`config.mk`:
```
export PLATFORM = sky130hd
export DESIGN_NAME = execute_cycle
export DESIGN_NICKNAME = d
export VERILOG_FILES = /design/src/rtl/cpu_pkg.sv /design/src/rtl/mul_iter.sv /design/src/rtl/execute_cycle.sv
export SDC_FILE = /design/constraint.sdc
export NUM_CORES = 1
export LEC_CHECK = 0
export CAP_MARGIN = 10
export CORE_MARGIN = 10
export CORE_UTILIZATION = 50
export CTS_BUF_LIST = sky130_fd_sc_hd__clkbuf_4 sky130_fd_sc_hd__clkbuf_8
export CTS_CLUSTER_DIAMETER = 30
export DETAILED_ROUTE_END_ITERATION = 10
export PLACE_DENSITY = 0.69
export SYNTH_ARGS = -nofsm -noshare
export SYNTH_HDL_FRONTEND = slang
export SYNTH_SLANG_ARGS = --single-unit
```
`constraint.sdc`:
```
create_clock -name clk -period 10.5 [get_ports clk]
set_input_delay 1.575 -clock clk [delete_from_list [all_inputs] [get_ports clk]]
set_output_delay 1.575 -clock clk [all_outputs]
set_load 0.02 [all_outputs]
```
`src/rtl/cpu_pkg.sv`:
```
// Shared types and default widths for the CPU pipeline stages.
//   alu_op_t    : ALU/MUL operation select driven by the decoder.
//   fwd_sel_t   : operand forwarding source select from the hazard unit.
//   mul_state_t : iterative multiplier sequencing.
package cpu_pkg;

  localparam int unsigned DefDataW   = 32;
  localparam int unsigned DefPcW     = 9;
  localparam int unsigned DefMulBits = 4;

  typedef enum logic [3:0] {
    AluAdd = 4'b0000,
    AluSub = 4'b0001,
    AluAnd = 4'b0010,
    AluOr  = 4'b0011,
    AluXor = 4'b0100,
    AluSlt = 4'b0101,
    AluSll = 4'b0110,
    AluSrl = 4'b0111,
    AluMul = 4'b1000
  } alu_op_t;

  typedef enum logic [1:0] {
    FwdReg     = 2'b00,
    FwdResultW = 2'b01,
    FwdAluM    = 2'b10
  } fwd_sel_t;

  typedef enum logic [1:0] {
    MulIdle,
    MulBusy,
    MulDone
  } mul_state_t;

endpackage

```
`src/rtl/mul_iter.sv`:
```
// Iterative unsigned multiplier retiring MUL_BITS multiplier bits per cycle.
// Keeps only the low DATA_W bits of the product.
// Ports:
//   clk, rst   : clock, asynchronous active-high reset
//   start_i    : MUL instruction present in EX (only honoured in idle)
//   a_i, b_i   : operands, latched on the start cycle
//   busy_o     : stall request, high from the start cycle through the last step
//   done_o     : product_o is valid this cycle
//   product_o  : low DATA_W bits of a * b
module mul_iter import cpu_pkg::*; #(
  parameter int unsigned DATA_W   = DefDataW,
  parameter int unsigned MUL_BITS = DefMulBits
) (
  input  logic              clk,
  input  logic              rst,
  input  logic              start_i,
  input  logic [DATA_W-1:0] a_i,
  input  logic [DATA_W-1:0] b_i,
  output logic              busy_o,
  output logic              done_o,
  output logic [DATA_W-1:0] product_o
);

  localparam int unsigned Steps = DATA_W / MUL_BITS;
  localparam int unsigned CntW  = $clog2(Steps + 1);
  localparam logic [CntW-1:0] LastCnt = CntW'(Steps - 1);

  mul_state_t        state_q, state_d;
  logic [DATA_W-1:0] mcand_q, mcand_d;
  logic [DATA_W-1:0] mplier_q, mplier_d;
  logic [DATA_W-1:0] acc_q, acc_d;
  logic [CntW-1:0]   cnt_q, cnt_d;
  logic [DATA_W-1:0] pp;

  always_ff @(posedge clk or posedge rst) begin
    if (rst) begin
      state_q  <= MulIdle;
      mcand_q  <= '0;
      mplier_q <= '0;
      acc_q    <= '0;
      cnt_q    <= '0;
    end else begin
      state_q  <= state_d;
      mcand_q  <= mcand_d;
      mplier_q <= mplier_d;
      acc_q    <= acc_d;
      cnt_q    <= cnt_d;
    end
  end

  always_comb begin
    state_d  = state_q;
    mcand_d  = mcand_q;
    mplier_d = mplier_q;
    acc_d    = acc_q;
    cnt_d    = cnt_q;

    // Partial product of the multiplicand and the low MUL_BITS multiplier digit.
    pp = '0;
    for (int i = 0; i < int'(MUL_BITS); i++) begin
      if (mplier_q[i]) pp = pp + (mcand_q << i);
    end

    case (state_q)
      MulIdle: begin
        if (start_i) begin
          mcand_d  = a_i;
          mplier_d = b_i;
          acc_d    = '0;
          cnt_d    = '0;
          state_d  = MulBusy;
        end
      end
      MulBusy: begin
        acc_d    = acc_q + pp;
        mcand_d  = mcand_q << MUL_BITS;
        mplier_d = mplier_q >> MUL_BITS;
        cnt_d    = cnt_q + CntW'(1);
        if (cnt_q == LastCnt) state_d = MulDone;
      end
      // A MUL still sitting in EX during done is not restarted.
      MulDone: state_d = MulIdle;
      default: state_d = MulIdle;
    endcase
  end

  // Gated by rst so the stall drops the moment reset asserts.
  assign busy_o    = ~rst & (((state_q == MulIdle) & start_i) | (state_q == MulBusy));
  assign done_o    = (state_q == MulDone);
  assign product_o = acc_q;

endmodule

```
`src/rtl/execute_cycle.sv`:
```
// Pipeline EX stage: operand forwarding, ALU, branch/jump resolution and the E/M register.
// MUL runs in the iterative multiplier and stalls the front end through MulBusyE.
// Ports:
//   clk, rst                      : clock, asynchronous active-high reset
//   RegWriteE..ALUControlE        : EX-stage control
//   RD1_E, RD2_E, ImmExtE         : operands and immediate
//   RD_E, PCE, PCPlus4E           : destination register, PC, PC+4
//   ForwardAE, ForwardBE, ResultW : forwarding selects and WB forward source
//   *M outputs                    : registered E/M pipeline register
//   PCSrcE, PCTargetE             : combinational redirect and target
//   MulBusyE                      : combinational stall request
module execute_cycle import cpu_pkg::*; #(
  parameter int unsigned DATA_W   = DefDataW,
  parameter int unsigned PC_W     = DefPcW,
  parameter int unsigned MUL_BITS = DefMulBits
) (
  input  logic              clk,
  input  logic              rst,
  input  logic              RegWriteE,
  input  logic              MemWriteE,
  input  logic              ResultSrcE,
  input  logic              BranchE,
  input  logic              JumpE,
  input  logic              ALUSrcE,
  input  logic [3:0]        ALUControlE,
  input  logic [DATA_W-1:0] RD1_E,
  input  logic [DATA_W-1:0] RD2_E,
  input  logic [DATA_W-1:0] ImmExtE,
  input  logic [4:0]        RD_E,
  input  logic [PC_W-1:0]   PCE,
  input  logic [PC_W-1:0]   PCPlus4E,
  input  logic [1:0]        ForwardAE,
  input  logic [1:0]        ForwardBE,
  input  logic [DATA_W-1:0] ResultW,
  output logic              RegWriteM,
  output logic              MemWriteM,
  output logic              ResultSrcM,
  output logic [4:0]        RD_M,
  output logic [PC_W-1:0]   PCPlus4M,
  output logic [DATA_W-1:0] ALUResultM,
  output logic [DATA_W-1:0] WriteDataM,
  output logic              PCSrcE,
  output logic [PC_W-1:0]   PCTargetE,
  output logic              MulBusyE
);

  localparam int unsigned ShW = $clog2(DATA_W);

  alu_op_t           alu_op;
  logic [DATA_W-1:0] src_a, fwd_b, src_b, alu_res, product;
  logic [ShW-1:0]    shamt;
  logic              zero, is_mul, mul_done;

  logic              reg_write_q, reg_write_d;
  logic              mem_write_q, mem_write_d;
  logic              result_src_q, result_src_d;
  logic [4:0]        rd_q, rd_d;
  logic [PC_W-1:0]   pc_plus4_q, pc_plus4_d;
  logic [DATA_W-1:0] alu_result_q, alu_result_d;
  logic [DATA_W-1:0] write_data_q, write_data_d;

  assign alu_op = alu_op_t'(ALUControlE);
  assign is_mul = (alu_op == AluMul);

  always_comb begin
    case (fwd_sel_t'(ForwardAE))
      FwdResultW: src_a = ResultW;
      FwdAluM:    src_a = ALUResultM;
      default:    src_a = RD1_E;
    endcase
    case (fwd_sel_t'(ForwardBE))
      FwdResultW: fwd_b = ResultW;
      FwdAluM:    fwd_b = ALUResultM;
      default:    fwd_b = RD2_E;
    endcase
  end

  assign src_b = ALUSrcE ? ImmExtE : fwd_b;
  assign shamt = src_b[ShW-1:0];

  always_comb begin
    alu_res = '0;
    case (alu_op)
      AluAdd:  alu_res = src_a + src_b;
      AluSub:  alu_res = src_a - src_b;
      AluAnd:  alu_res = src_a & src_b;
      AluOr:   alu_res = src_a | src_b;
      AluXor:  alu_res = src_a ^ src_b;
      AluSlt:  alu_res = {{(DATA_W-1){1'b0}}, ($signed(src_a) < $signed(src_b))};
      AluSll:  alu_res = src_a << shamt;
      AluSrl:  alu_res = src_a >> shamt;
      default: alu_res = '0;
    endcase
  end

  assign zero = (alu_res == '0);

  mul_iter #(
    .DATA_W  (DATA_W),
    .MUL_BITS(MUL_BITS)
  ) u_mul_iter (
    .clk      (clk),
    .rst      (rst),
    .start_i  (is_mul),
    .a_i      (src_a),
    .b_i      (fwd_b),
    .busy_o   (MulBusyE),
    .done_o   (mul_done),
    .product_o(product)
  );

  // MUL never redirects, including its done cycle.
  assign PCSrcE    = ~MulBusyE & ~is_mul & (JumpE | (BranchE & zero));
  assign PCTargetE = PCE + ImmExtE[PC_W-1:0];

  always_comb begin
    reg_write_d  = RegWriteE & ~MulBusyE;
    mem_write_d  = MemWriteE & ~MulBusyE;
    result_src_d = ResultSrcE & ~MulBusyE;
    rd_d         = RD_E;
    pc_plus4_d   = PCPlus4E;
    alu_result_d = mul_done ? product : alu_res;
    write_data_d = fwd_b;
  end

  always_ff @(posedge clk or posedge rst) begin
    if (rst) begin
      reg_write_q  <= 1'b0;
      mem_write_q  <= 1'b0;
      result_src_q <= 1'b0;
      rd_q         <= '0;
      pc_plus4_q   <= '0;
      alu_result_q <= '0;
      write_data_q <= '0;
    end else begin
      reg_write_q  <= reg_write_d;
      mem_write_q  <= mem_write_d;
      result_src_q <= result_src_d;
      rd_q         <= rd_d;
      pc_plus4_q   <= pc_plus4_d;
      alu_result_q <= alu_result_d;
      write_data_q <= write_data_d;
    end
  end

  assign RegWriteM  = reg_write_q;
  assign MemWriteM  = mem_write_q;
  assign ResultSrcM = result_src_q;
  assign RD_M       = rd_q;
  assign PCPlus4M   = pc_plus4_q;
  assign ALUResultM = alu_result_q;
  assign WriteDataM = write_data_q;

endmodule

```
Word level (Yosys, flattened, before mapping)
Cells that the tools add are included.
Storage, ports and cells
  flip-flop bits (word level): 183
  input port bits: 167
  word-level logic and storage cells: 82
Cells by class
  add/subtract/negate cells: 8
  magnitude comparators: 1
  eq/ne operators: 17
  shift operators: 2
  multiplexer cells: 20
  bitwise gates (word level): 16
  reductions and logical operators: 6
Operator list (count)
  case mux 32 bit (2 select lines): 5
  two-way mux 32 bit: 9
  case mux 32 bit (8 select lines): 1
  adder 32 bit: 5
  bitwise AND 32 bit: 1
  logical NOT 32 bit: 1
  less-than comparator 32 bit: 1
  OR 32 bit: 1
  left shift 32 x 5 -> 32 bit: 1
  >> shifter 32 x 5 -> 32 bit: 1
  subtractor 32 bit: 1
  XOR 32 bit: 1
  equality test 4 x 3 -> 1 bit, second input constant: 5
  adder 9 bit: 1
  bitwise AND 1 bit: 8
  equality test 4 x 2 -> 1 bit, second input constant: 2
  case mux 4 bit (2 select lines): 1
  equality test 2 x 1 -> 1 bit, second input constant: 3
  equality test 2 bit, second input constant: 3
  adder 4 x 1 -> 4 bit, second input constant: 1
  equality test 4 x 1 -> 1 bit, second input constant: 1
  equality test 4 bit, second input constant: 1
  logical NOT 4 bit: 1
  two-way mux 2 bit: 2
  9 further kinds: 13

Longest topological paths before layout
Gate-level depths: netlist of run 1.
  depth after elaboration: 9
  gate-level depth with buffers: 48

Cells and area by module
A second synthesis of run 1 with hierarchy kept.
Second synthesis, totals
  cell total of the unflattened synthesis: 3284
  area, all modules: 24632.4 sq um
Modules (own cells, without submodules)
  execute_cycle: instances 1, cells each 1782, area an instance 12879.9 sq um, sequential area each 2026.9 sq um
  mul_iter: instances 1, cells each 1502, area an instance 11752.5 sq um, sequential area each 2552.4 sq um

Least setup slack after synthesis of run 1
Ideal clock, no wire load.
  path type: register to register
  start point: register u_mul_iter.mplier_q[0]
  end point: register u_mul_iter.acc_q[31] (netlist: u_mul_iter.product_o[31])
  library setup time: 0.083 ns
  data arrival time: 8.562 ns
  required time: 10.417 ns
  slack: 1.855 ns
  cell stages (with the launch flop): 45
  buffers on the path: 4
  period minus slack after synthesis: 8.645 ns
  cells stage by stage: dfrtp_1 -> clkbuf_1 -> clkbuf_1 -> clkbuf_1 -> nand2_1 -> inv_1 -> ha_1 -> inv_1 -> fa_1 -> nand2b_1 -> a21oi_1 -> o21ai_0 -> a21boi_0 -> o21ai_0 -> nand2b_1 -> a21oi_1 -> xnor2_1 -> mux2_2 -> [9 not listed] -> ha_1 -> clkbuf_1 -> a31o_2 -> a21o_1 -> xor2_1 -> mux2_2 -> ha_1 -> a21o_1 -> a21oi_1 -> nand4bb_1 -> o21ai_0 -> o211ai_1 -> nand3_1 -> nand3_1 -> a21o_1 -> a21oi_1 -> xnor3_1 -> o21ai_0
Between the ends
  longest elaborated chain between the ends: 9
Ends and longest elaborated chain
  from (decl): RTL line mul_iter.sv:30  | logic [DATA_W-1:0] mplier_q, mplier_d;
  from (signal assigned): RTL line mul_iter.sv:45  | mplier_q <= mplier_d;
  two-way mux 32 bit *: RTL line mul_iter.sv:61  | if (mplier_q[i]) pp = pp + (mcand_q << i);
  adder 32 bit: RTL line mul_iter.sv:61
  two-way mux 32 bit *: RTL line mul_iter.sv:61
  adder 32 bit: RTL line mul_iter.sv:61
  two-way mux 32 bit *: RTL line mul_iter.sv:61
  adder 32 bit: RTL line mul_iter.sv:61
  two-way mux 32 bit *: RTL line mul_iter.sv:61
  adder 32 bit *: RTL line mul_iter.sv:75  | acc_d = acc_q + pp;
  case mux 32 bit (2 select lines) *: RTL line mul_iter.sv:64  | case (state_q)
  to (signal assigned): RTL line mul_iter.sv:40  | acc_q <= '0;
  to (signal assigned): RTL line mul_iter.sv:46  | acc_q <= acc_d;
  to (decl): RTL line mul_iter.sv:31  | logic [DATA_W-1:0] acc_q, acc_d;
Every way passes the cells marked *; elsewhere a longest branch is shown, timed or not.
A chain may end at the register's enable or synchronous reset.

Worst setup path after layout of run 1
  start point: input port ForwardBE[1]
  end point: output port PCSrcE
Between the ends
  longest elaborated chain between the ends: 9
  elaborated cells on any way between the ends: 17
Ends and longest elaborated chain
  from (decl): RTL line execute_cycle.sv:33  | input logic [1:0] ForwardBE,
  equality test 2 bit or equality test 2 x 1 -> 1 bit (tied branches): RTL line execute_cycle.sv:71  | case (fwd_sel_t'(ForwardBE))
  case mux 32 bit (2 select lines) *: RTL line execute_cycle.sv:71
  net fwd_b[7]: RTL line execute_cycle.sv:50  | logic [DATA_W-1:0] src_a, fwd_b, src_b, alu_res, product;
  two-way mux 32 bit *: RTL line execute_cycle.sv:78  | assign src_b = ALUSrcE ? ImmExtE : fwd_b;
  subtractor 32 bit (tied with other cells): RTL line execute_cycle.sv:85  | AluSub: alu_res = src_a - src_b;
  case mux 32 bit (8 select lines) *: RTL line execute_cycle.sv:83  | case (alu_op)
  logical NOT 32 bit *: RTL line execute_cycle.sv:96  | assign zero = (alu_res == '0);
  bitwise AND 1 bit *: RTL line execute_cycle.sv:113  | assign PCSrcE = ~MulBusyE & ~is_mul & (JumpE | (BranchE & zero));
  OR 1 bit *: RTL line execute_cycle.sv:113
  bitwise AND 1 bit *: RTL line execute_cycle.sv:113
  to (decl): RTL line execute_cycle.sv:42  | output logic PCSrcE,
Mark *: on every way through the listed nets, which the timed path passes. The rest lies on a longest branch.

==> qor.yml, run 1 <==
outcome:
  run_status: "complete, no violations"
power:
  peakVddDrop_v: 0.000820
  power.density_mw_per_mm2: 456
  p_leak_nw: 12.3
yosys:
  syn_avg_cell_area_um2: 7.57
  synthCells: 3133
  synth-edff-count: 0
  ys_seq_area_frac: 0.193
  yosys-top-cells-area: "dfrtp_1 (19%), ha_1 (12%), mux2i_1 (6.2%), nand2_1 (5.6%), a21oi_1 (5.1%)"
  synth_common_cells: "nand2_1 (354), nor2_1 (295), a21oi_1 (242), o21ai_0 (233), ha_1 (227)"
  synth_top_area_share: 0.193
  yosysUniqueCellTypes: 91
  synth_top_area_cell: "dfrtp_1"
  ys_async_sr_fraction: 1.00
  synthesis.nets: 3534
  syn_area_mm2: 0.0237
  post-synth-top-count-cell: "nand2_1"
  synthFlopType: "dfrtp_1"
  yosys_register_bits: 183
  yosysWarnings: 0
timing:
  relSlewSlack: 0.106
  period_needed_ps: 10020
  fin_crit_sh: 0.954
  worstMarginPinSlew_ps: 1330
  finalMaxSlewViolations: 0
  hold_viol: 0
  max_freq_mhz: 99.8
  rsz0062_at_grt: "false"
  clock_skew_ps: 37.8
  finalSetupViolations: 0
  finalSetupTns_ps: 0
worst_setup_path:
  cp_max_fo: 19
  timing.rr.end: "u_mul_iter.product_o[30]"
  cp_slowest_stage_delay_ps: 900
  r2r_slack_ps: 630
  arrival_ps: 8440
  required_ps: 8930
  crit_slowest_cell: "a2111oi_0"
  startpoint: "ForwardBE[1]"
  startpoint_type: "input pin"
  path_class: "in -> out"
  cpMostUsedCell: "buf_4"
  end_kind: "output port"
  reg2reg_from: "u_mul_iter.mcand_q[1]"
  worst_r2r_path_depth: 39
  crit_chain: "clkdlybuf4s50_1 > inv_1 > ha_1 > buf_4 > a22oi_1 > o21ai_0 > mux2_2 > inv_1 > ha_1 > a2111oi_0 > nand3_1 > a2111oi_0 > a221oi_1 > nor2_1 > o41ai_1 > a221oi_1 > buf_4 > nand4_1 > nor4_1 > nand4_1 > nor4_1 > a22o_1 > buf_4"
  setup.worst_path.end: "PCSrcE"
clocking:
  numCtsBuffers: 17
  clkTransAtPathRegs_ps: 120
  root_buffer: "clkbuf_8"
  htreeDepth: 4
  cts.path.max_buffers: 2
  cts.sinks: 183
  post_cts_buffers: 0
  cts_tree: "built"
  clk_latency_ps: 600
die:
  die-area_mm2: 0.0565
  die_y_um: 238
  ios: 259
  rows: 79
  die_w_um: 238
  coreArea_mm2: 0.0468
  initial_core_util: 0.507
drt:
  drt_iter0_drc: 3781
  drcViolationCount: 0
  routed_wl_um: 118000
  wire_per_inst_um: 30.0
  drtAntennaViolNets: 0
  first_pass_iters: 7
  vias: 27200
  viasPerCell: 6.93
placed_design:
  hpwl_um: 93800
  place_inst: 3888
  gp_congestion: 1.06
  placed_cell_area_mm2: 0.0269
  io_buffers: 258
grt:
  grt_first_pass_wirelength_um: 171000
  grt_usage: 0.400
  overflow: 0
  grt_max_degree: 120
  grt_pass1_vias: 25600
  antenna_found_initial: 8
flow_run:
  cap_violations: 0
cells_and_area:
  final_cells: 3924
  area_growth_pct: 15.2
  post-route-util: 0.584
  seqCellArea_mm2: 0.00458
  final_area_mm2: 0.0273
  final_nets: 3702
  fill_cells: 4166
  multiInputGateArea_mm2: 0.0178
  drive_above_1_share: 0.0733
worst_hold_path:
  hp-class: "reg -> reg"
## worst max-delay path, delay by kind of cell
family / cells / cell delay, ps
AOI/OAI and AO/OA: 8 / 2830
adders and majority gates: 2 / 750
buffers and inverters: 6 / 1220
muxes: 1 / 290
and+or+nand+nor: 6 / 1770
## kinds of logic (layout without fill, tap and decap cells)
kind of cell,count (synthesis),in the layout,share of synthesized area
DFF,183,183,0.193
buffers and inverters,353,534,0.0609
adders and majority gates,235,235,0.126
other,0,3,0
and+or+nand+nor,968,968,0.183
muxes,231,231,0.102
AOI/OAI and AO/OA,1041,1041,0.289
xor gates and xnor gates,122,122,0.0456
## registers in the layout, summed over array words and instances, names as in the netlist
signal,flops
ALUResultM,32
WriteDataM,32
u_mul_iter.mcand_q,32
u_mul_iter.mplier_q,32
u_mul_iter.product_o,32
PCPlus4M,9
RD_M,5
u_mul_iter.cnt_q,4
u_mul_iter.state_q,2
MemWriteM,1
RegWriteM,1
ResultSrcM,1
## repair_timing
item | in CTS | in global routing
gates resized for setup | 0 | 1
endpoints found under the hold margin | 0 | 0
hold buffers | 0 | 0
endpoints found under the setup margin | 0 | 1
## final cells by class
type | instances | share of cell area
Multi-Input combinational cell | 2597 | 0.650
Sequential cell | 183 | 0.168
Timing Repair Buffer | 333 | 0.115
Tap cell | 607 | 0.0278
Inverter | 169 | 0.0235
Clock buffer | 17 | 0.00856
Clock inverter | 15 | 0.00691
Antenna cell | 3 | 0.000275
## worst min-delay path by stage
stage                             to                start  slack (ps)  cells past startpoint
6_report       u_mul_iter.state_q[1]  u_mul_iter.cnt_q[3]         510                      1
5_1_grt        u_mul_iter.state_q[1]  u_mul_iter.cnt_q[3]         540                      1
2_1_floorplan  u_mul_iter.state_q[1]  u_mul_iter.cnt_q[3]         440                      1
3_5_place_dp   u_mul_iter.state_q[1]  u_mul_iter.cnt_q[3]         490                      1
3_3_place_gp   u_mul_iter.state_q[1]  u_mul_iter.cnt_q[3]         470                      1
4_1_cts        u_mul_iter.state_q[1]  u_mul_iter.cnt_q[3]         510                      1
## metrics by stage
step	hold slack, ps	setup slack, ps	total power, mW
floorplan	441	1860	8.91
global placement	471	793	10.9
detailed placement	489	844	11.4
CTS	507	812	12.1
global route	541	78.2	13.3
finish	508	482	12.5
## where the power goes
group          total [mW]  internal [mW]  leakage [nW]  switching [mW]
combinational        10.6           4.35          9.81            6.25
clock               0.537          0.186         0.210           0.351
sequential           1.33          0.973          2.25           0.357
total                12.5           5.51          12.3            6.95
## placed cells by master, fill, tap and decap left out, types with 20 or more instances in the layout
cell type        synthesis  routed
nor2b_1                 37      35
nor2_1                 295     294
dfrtp_1                183     183
mux2_2                  82      82
a211oi_1                34      34
nor3_1                  56      56
o21a_1                  29      29
o31ai_1                 30      30
clkdlybuf4s50_1          0     257
o21bai_1                27      26
a21oi_1                242     242
ha_1                   227     225
inv_1                  166     164
a31oi_1                 63      63
a21o_1                  69      69
a22oi_1                 67      67
a221oi_1                34      34
xor2_1                  50      50
o21ai_0                233     232
and2_1                  27      27
mux2i_1                148     148
o211ai_1                20      20
xnor2_1                 71      71
buf_4                    4      75
nand2_1                354     354
nand3_1                 68      67
o221ai_1                22      22
nand2b_1                40      37
## metal layers
metal	global-route usage	up-vias	routed length (um)
met3	0.108	402	14200
met1	0.514	13000	46800
met5	0	-	18
met4	0.202	2	7170
li1	-	11700	-
met2	0.608	2062	49500
Power figures use the tool's default switching activity.
==> run 2: changes to the inputs <==
--- a/config.mk
+++ b/config.mk
@@ -7,11 +7,11 @@
 export LEC_CHECK = 0
 export CAP_MARGIN = 10
 export CORE_MARGIN = 10
-export CORE_UTILIZATION = 50
+export CORE_UTILIZATION = 30
 export CTS_BUF_LIST = sky130_fd_sc_hd__clkbuf_4 sky130_fd_sc_hd__clkbuf_8
 export CTS_CLUSTER_DIAMETER = 30
 export DETAILED_ROUTE_END_ITERATION = 10
-export PLACE_DENSITY = 0.69
+export PLACE_DENSITY = 0.45
 export SYNTH_ARGS = -nofsm -noshare
 export SYNTH_HDL_FRONTEND = slang
 export SYNTH_SLANG_ARGS = --single-unit
==> run 2 against run 1 <==
Combinational power hardly changed. Power down 0.55%. Clock-buffer cell count is 1 higher. Routed wire length grew 11%. Cell count rose by 12%. Critical endpoint unchanged. Largest power group unchanged.
==> qor.yml, run 2 (synthesized netlist as in run 1, its figures left out) <==
outcome:
  run_status: "complete, no violations"
drt:
  drtAntennaViolNets: 0
  wire_per_inst_um: 29.8
  drt_iter0_drc: 2574
  drcViolationCount: 0
  routed_wl_um: 131000
  first_pass_iters: 6
  viasPerCell: 5.88
  vias: 25800
power:
  p_leak_nw: 12.4
  power.density_mw_per_mm2: 442
  power_mw: 12.4
  peakVddDrop_v: 0.000569
timing:
  max_freq_mhz: 97.3
  clock_skew_ps: 40.6
  whs_ps: 501
  finalSetupTns_ps: 0
  fin_crit_sh: 0.979
  hold_viol: 0
  finalSetupViolations: 0
  period_needed_ps: 10280
  fin_ws_ps: 222
  relSlewSlack: 0.0694
  worstMarginPinSlew_ps: 1380
  finalMaxSlewViolations: 0
  rsz0062_at_grt: "false"
clocking:
  htreeDepth: 4
  root_buffer: "clkbuf_8"
  cts.path.max_buffers: 2
  cts_tree: "built"
  cts-resized-gates: 0
  post_cts_buffers: 0
  cts.sinks: 183
  numCtsBuffers: 17
  clk_latency_ps: 580
  cts_hold_buf: 0
  clkTransAtPathRegs_ps: 120
worst_hold_path:
  holdPathStages: 1
  worstHoldEndpoint: "u_mul_iter.state_q[1]"
  hp-class: "reg -> reg"
  hp-start: "u_mul_iter.cnt_q[3]"
grt:
  overflow: 0
  grt_pass1_vias: 24700
  grt_usage: 0.277
  antenna_found_initial: 16
  grt_first_pass_wirelength_um: 184000
  grt_max_degree: 114
die:
  initial_core_util: 0.302
  ios: 259
  rows: 103
  coreArea_mm2: 0.0786
  die-area_mm2: 0.0907
  die_y_um: 301
  die_w_um: 301
placed_design:
  hpwl_um: 106000
  preCtsSetupSlack_ps: 260
  placed_cell_area_mm2: 0.0276
  gp_congestion: 1.01
  io_buffers: 258
worst_setup_path:
  timing.rr.end: "u_mul_iter.product_o[30]"
  crit_chain: "clkdlybuf4s50_1 > inv_1 > ha_2 > buf_4 > o21ai_0 > mux2_2 > ha_1 > nor2_1 > nand2_1 > nor3_1 > a2111oi_0 > buf_4 > a221oi_1 > nor4_1 > or4_1 > a221oi_1 > nand4_1 > nor4_1 > nand4_1 > nor4_1 > a22o_1 > buf_4"
  startpoint_type: "input pin"
  worst_r2r_path_depth: 41
  cp_max_fo: 54
  crit_buf_inv: 5
  end_kind: "output port"
  arrival_ps: 8700
  required_ps: 8930
  r2r_slack_ps: 950
  path_class: "in -> out"
  path_delay_family: "simple AND/OR/NAND/NOR gates"
  reg2reg_from: "u_mul_iter.mcand_q[1]"
  cp_slowest_stage_delay_ps: 670
  crit_slowest_cell: "nor4_1"
flow_run:
  cap_violations: 0
cells_and_area:
  final_area_mm2: 0.0280
  area_growth_pct: 18.2
  final_common_cell: "nand2_1"
  final_nets: 3719
  layout_common_cells: "nand2_1 (353), nor2_1 (292), clkdlybuf4s50_1 (257)"
  drive_above_1_share: 0.0799
  fill_cells: 8439
run 2: power breakdown:
| part | total [mW] | internal [mW] | switching [mW] |
|---|---|---|---|
| clock network | 0.539 | 0.220 | 0.318 |
| logic | 10.5 | 4.38 | 6.12 |
| registers | 1.35 | 0.972 | 0.381 |
| total | 12.4 | 5.58 | 6.82 |
run 2: routing by layer:
metal / global-route usage / up-vias / wire (um) / share of wire
li1: - / 11800 / - / -
met1: 0.377 / 12800 / 59600 / 0.46
met2: 0.419 / 1094 / 55600 / 0.43
met3: 0.0762 / 153 / 11500 / 0.088
met4: 0.0836 / 12 / 3890 / 0.030
met5: 0 / - / 77 / 0.00059
run 2: layout make-up:
type                    instances  area (um^2)  share of cell area
well taps                    1050         1310              0.0469
flip-flops and latches        183         4580               0.163
inverters                     169          642              0.0229
clock buffers                  18          241             0.00862
diodes                          8         20.0            0.000714
clock inverters                13          165             0.00589
multi-input cells            2597        17800               0.635
repair buffers                350         3270               0.117
run 2: worst max path at each step:
stage	endpoint	slack, ps	start	cells past startpoint
3_5_place_dp	PCSrcE	260	ForwardAE[0]	21
3_3_place_gp	PCSrcE	250	ForwardAE[0]	21
6_report	PCSrcE	220	ForwardBE[0]	22
2_1_floorplan	u_mul_iter.product_o[31]	1860	u_mul_iter.mplier_q[0]	44
5_1_grt	PCSrcE	90	ForwardBE[0]	22
4_1_cts	PCSrcE	220	ForwardAE[0]	21
run 2: metrics by stage:
step	cells	utilization
after CTS	4380	0.356
after global routing	4383	0.356
after global placement	4348	0.351
final	4388	0.357
after detailed placement	4349	0.351
after floorplan	3133	-
